$ cat src/rtl/ws2812_bit_enc.sv
`default_nettype none
// +------------------------------------------------------------------------+
// | Module   : ws2812_bit_enc                                              |
// | Brief    : WS2812 single-wire bit encoder. One strobed bit becomes one |
// |            high/low pulse pair; a one-deep holding register lets       |
// |            upstream answer bit_done_out without a gap on the line.     |
// | Revision : 1.0 - initial release                                       |
// +------------------------------------------------------------------------+
module ws2812_bit_enc #(
  parameter int T0H   = 80,
  parameter int T0L   = 170,
  parameter int T1H   = 160,
  parameter int T1L   = 90,
  parameter int CNT_W = 16
) (
  input  logic clk_in,
  input  logic rst_in,
  input  logic bit_rdy_in,
  input  logic bit_data_in,
  input  logic overrun_clr_in,
  output logic dout_out,
  output logic bit_done_out,
  output logic busy_out,
  output logic overrun_out
);

  typedef enum logic [1:0] {
    S_IDLE = 2'd0,
    S_HIGH = 2'd1,
    S_LOW  = 2'd2
  } state_t;

  // Phase lengths minus one: the counter runs from N-1 down to 0.
  localparam logic [CNT_W-1:0] c_T0H_M1 = CNT_W'(T0H - 1);
  localparam logic [CNT_W-1:0] c_T0L_M1 = CNT_W'(T0L - 1);
  localparam logic [CNT_W-1:0] c_T1H_M1 = CNT_W'(T1H - 1);
  localparam logic [CNT_W-1:0] c_T1L_M1 = CNT_W'(T1L - 1);

  state_t           r_state;
  logic [CNT_W-1:0] r_cnt;
  logic             r_cur;
  logic             r_hold;
  logic             r_hold_vld;

  state_t           w_state_nxt;
  logic [CNT_W-1:0] w_cnt_nxt;
  logic             w_cur_nxt;
  logic             w_hold_vld_nxt;
  logic             w_last;
  logic             w_load;
  logic             w_load_bit;
  logic             w_drain;
  logic             w_hold_store;
  logic             w_ovr;

  // Next-state decode; outputs are registered from these next values so
  // every output changes exactly on the edge that enters its phase.
  always_comb begin
    w_last       = (r_state == S_LOW) && (r_cnt == '0);
    w_drain      = w_last && r_hold_vld;
    w_load       = ((r_state == S_IDLE) && bit_rdy_in) ||
                   (w_last && (r_hold_vld || bit_rdy_in));
    w_load_bit   = w_drain ? r_hold : bit_data_in;
    // While draining, the slot frees up this cycle, so a new strobe still fits.
    w_hold_store = bit_rdy_in && (r_state != S_IDLE) &&
                   (w_last ? r_hold_vld : !r_hold_vld);
    w_ovr        = bit_rdy_in && (r_state != S_IDLE) && !w_last && r_hold_vld;

    w_hold_vld_nxt = r_hold_vld;
    if (w_hold_store)
      w_hold_vld_nxt = 1'b1;
    else if (w_drain)
      w_hold_vld_nxt = 1'b0;

    w_state_nxt = r_state;
    w_cnt_nxt   = r_cnt;
    w_cur_nxt   = r_cur;
    if (w_load) begin
      w_state_nxt = S_HIGH;
      w_cur_nxt   = w_load_bit;
      w_cnt_nxt   = w_load_bit ? c_T1H_M1 : c_T0H_M1;
    end else begin
      case (r_state)
        S_IDLE: w_state_nxt = S_IDLE;
        S_HIGH: begin
          if (r_cnt == '0) begin
            w_state_nxt = S_LOW;
            w_cnt_nxt   = r_cur ? c_T1L_M1 : c_T0L_M1;
          end else begin
            w_cnt_nxt = r_cnt - 1'b1;
          end
        end
        S_LOW: begin
          if (r_cnt == '0)
            w_state_nxt = S_IDLE;
          else
            w_cnt_nxt = r_cnt - 1'b1;
        end
        default: begin
          w_state_nxt = S_IDLE;
          w_cnt_nxt   = '0;
        end
      endcase
    end
  end

  // State, datapath and registered outputs; reset drops the line at once.
  always_ff @(posedge clk_in or posedge rst_in) begin
    if (rst_in) begin
      r_state      <= S_IDLE;
      r_cnt        <= '0;
      r_cur        <= 1'b0;
      r_hold       <= 1'b0;
      r_hold_vld   <= 1'b0;
      dout_out     <= 1'b0;
      bit_done_out <= 1'b0;
      busy_out     <= 1'b0;
      overrun_out  <= 1'b0;
    end else begin
      r_state    <= w_state_nxt;
      r_cnt      <= w_cnt_nxt;
      r_cur      <= w_cur_nxt;
      r_hold_vld <= w_hold_vld_nxt;
      if (w_hold_store)
        r_hold <= bit_data_in;
      dout_out     <= (w_state_nxt == S_HIGH);
      bit_done_out <= (w_state_nxt == S_LOW) && (w_cnt_nxt == '0);
      busy_out     <= (w_state_nxt != S_IDLE) || w_hold_vld_nxt;
      // A fresh overrun outranks a coincident clear.
      if (w_ovr)
        overrun_out <= 1'b1;
      else if (overrun_clr_in)
        overrun_out <= 1'b0;
    end
  end

endmodule
`default_nettype wire

$ cat config.mk
export PLATFORM = sky130hd
export DESIGN_NAME = ws2812_bit_enc
export DESIGN_NICKNAME = d
export VERILOG_FILES = /design/src/rtl/ws2812_bit_enc.sv
export SDC_FILE = /design/constraint.sdc
export NUM_CORES = 1
export LEC_CHECK = 0
export BUFFER_PORTS_ARGS = -buffer_cell sky130_fd_sc_hd__buf_2
export CAP_MARGIN = 20
export CORE_ASPECT_RATIO = 1.25
export CORE_MARGIN = 2
export CORE_UTILIZATION = 55
export DETAILED_ROUTE_END_ITERATION = 7
export PLACE_DENSITY = 0.83
export SLEW_MARGIN = 10
export SYNTH_ARGS = -nofsm -noshare
export SYNTH_HDL_FRONTEND = slang
export SYNTH_SLANG_ARGS = --single-unit
$ cat constraint.sdc
create_clock -name clk_in -period 2.92 [get_ports clk_in]
set_input_delay 0.292 -clock clk_in [delete_from_list [all_inputs] [get_ports clk_in]]
set_output_delay 0.292 -clock clk_in [all_outputs]
set_load 0.05 [all_outputs]
==> run metrics <==
status finished, final reports clean; WHS around 0.19 ns; drt pass-1 iters 4; Slew @ Worst Pin 0.582 ns; final clock skew around 0.0028 ns; VDD IR-drop max 0.296 mV; Initial Utilization 56.9%; Leakage just over 0.9 nW; initial antenna violation count 0; Post-DP HPWL 3880 um; CP Cell Sequence or4_4 -> nor4_4 -> inv_4 -> ha_4 -> a22oi_2 -> a21oi_1 -> a221o_1 -> nor3_1 -> and4_1 -> nand4b_1 -> nor4_2; fraction of layout cells with a size suffix above 1 around 26%; Rows 23; final number of max-transition violations 0; Sink Count 25; syn_area_per_cell 8.87 um^2; synthesized area 1800 um^2; PD cells 275 nW/um^2; Reg clk slew, reported paths roughly 0.090 ns; critical register-to-register path startpoint r_cnt[12]; ANT nets after route 0; Die Width 55.2 um; first-pass GRT wire length 8470 um; drc violations 0; number of global-route vias before repair 1821; Via-to-Cell Ratio 6.78; critical path class reg -> reg; ys flop type dfrtp_1; fin crit period 2.81 ns; CP max stage delay between 0.5 and 0.6 ns; Reg2Reg Depth 11; final worst path period share 96.1%; number of synthesized flops with an enable pin 0; Seq/Total Area, Yosys between 30% and 40%; setup_tns 0 ns; placed cells between 200 and 300; crit path max fanout 2; wire length per cell roughly 19 um; Final Non-Filler Cells 275; library cells used by synthesis 57; WP data required 3.10 ns; total CTS buffers 3; worst min path class in -> reg; die area 3750 um^2; CTS root buffer clkbuf_8; Iteration-0 DRC Markers 118; gp weighted congestion 1.02; Syn Inst Count 203; count of final hold-check violations 0; asr flop ratio synth 100%; Final Net Count ~250; Slowest cell on crit path or4_4; I/O pin count 9; slew margin rel. 60.8%; Area growth, synth to finish 21.9%; type of origin of the critical path register; CTS tree built; worst-skew pair later-pin latency 0.27 ns; RSZ-0062 raised after global routing false; total grt overflow 0; GRT Util Overall 31.7%; CP endpoint kind register; final setup vio count 0; R2R Setup Slk 0.11 ns; end of the worst register-to-register path bit_done_out; Yosys reg bits 25; largest net degree at the start of global routing 26; H-tree Lvls 1; DIE HEIGHT 68.0 um; syn_nets 216; critical path startpoint r_cnt[12]; Max Cap Viol 0; max frequency 356 MHz; CP endpoint bit_done_out; synthesis warning total 0; via count roughly 1900; # diodes 0; Routed WL 5250 um; CTS max path bufs 2; setup bufs post-CTS 0; crit path DAT 2.98 ns; Core Box Area 3170 um^2; count of input and output buffers 8
==> layer usage <==
metal | share of wire [%] | up-vias | global-route usage, %
met5 | 0 | - | 0
li1 | - | 863 | -
met4 | 4.5 | 0 | 16.2
met3 | 8.0 | 26 | 5.46
met2 | 50 | 104 | 53.4
met1 | 37 | 871 | 37.9
==> critical path, delay by kind of cell, from the launching register on <==
| kind | cells | cell delay, ns |
|---|---|---|
| simple gates | 6 | 1.56 |
| compound gates | 3 | 0.49 |
| flops | 1 | 0.38 |
| fa+ha+maj | 1 | 0.21 |
| buf+inv | 1 | 0.06 |
==> cells by family after synthesis <==
group           after synthesis  share of synthesized area (%)
compound gates               67                           27.2
flops                        25                           34.7
fa+ha+maj                     8                           5.56
mux                           3                           1.74
buf+inv                      25                           6.39
simple gates                 75                           24.3
==> stage by stage <==
| stage | cell area [um^2] | worst slack (ns) | utilization [%] | total power, mW |
|---|---|---|---|---|
| floorplan | 1830 | -0.100 | - | 0.386 |
| global placement | 2090 | 0.131 | 66.0 | 0.394 |
| detailed placement | 2090 | 0.0567 | 66.0 | 0.396 |
| CTS | 2130 | 0.0282 | 67.4 | 0.597 |
| global route | 2190 | 0.00208 | 69.3 | 0.621 |
| finish | 2190 | 0.115 | 69.3 | 0.604 |
==> flip-flops by register name (all words and copies together), names as in the netlist <==
name / count
r_cnt: 16
r_state: 2
bit_done_out: 1
busy_out: 1
dout_out: 1
overrun_out: 1
r_cur: 1
r_hold: 1
r_hold_vld: 1
==> what timing repair did <==
action | CTS | global route
hold endpoints to repair | 0 | 4
endpoints found under the setup margin | 0 | 1
resized for setup | 0 | 5
hold buffers | 0 | 1
==> area by class of cell <==
cell class                 instances  area (um^2)
sequential                        25          626
fill                             250          971
clock buffer                       4         45.0
multi-input combinational        153         1100
tap                               37         46.3
timing repair buffer              40          315
inverter                          16         62.6
==> layout by cell type (no fill, tap or decap), types with 3 or more instances in the layout <==
cell type  count
buf_4         29
dfrtp_1       25
nand2_1       15
nor2_1        14
a21oi_1       13
inv_1         12
o21ai_0       10
nor4_1         9
nor3_1         9
buf_2          8
ha_1           6
o21a_1         5
a41oi_1        4
a211oi_1       4
or4_4          3
a221oi_1       3
a31oi_1        3
o221ai_1       3
and2_1         3
clkbuf_8       3
==> worst min-delay path by stage <==
stage	from	to	slack, ns	depth (start not counted)
CTS	overrun_clr_in	overrun_out	0.19	2
finish	overrun_clr_in	overrun_out	0.19	2
detailed placement	overrun_clr_in	overrun_out	0.48	2
global placement	overrun_clr_in	overrun_out	0.47	2
global route	overrun_clr_in	overrun_out	0.20	2
floorplan	rst_in	bit_done_out	0.32	1
==> Yosys cell counts (5+ instances only) <==
master    instances  share of area [%]
a21oi_1          13                3.6
clkbuf_1          6                1.3
dfrtp_1          25                 35
o21ai_0          10                2.8
inv_1            13                2.7
nor4_1            9                3.1
nor3_1            9                2.5
ha_1              8                5.6
nor2_1           14                2.9
o21a_1            5                2.1
nand2_1          15                3.1
==> report_power, final <==
| part | switching (mW) | internal [mW] | leakage, nW |
|---|---|---|---|
| sequential | 0.00593 | 0.354 | 0.288 |
| combinational | 0.0201 | 0.0149 | 0.613 |
| clock | 0.111 | 0.0978 | 0.0228 |
| total | 0.137 | 0.466 | 0.923 |
Power figures use the tool's default switching activity.
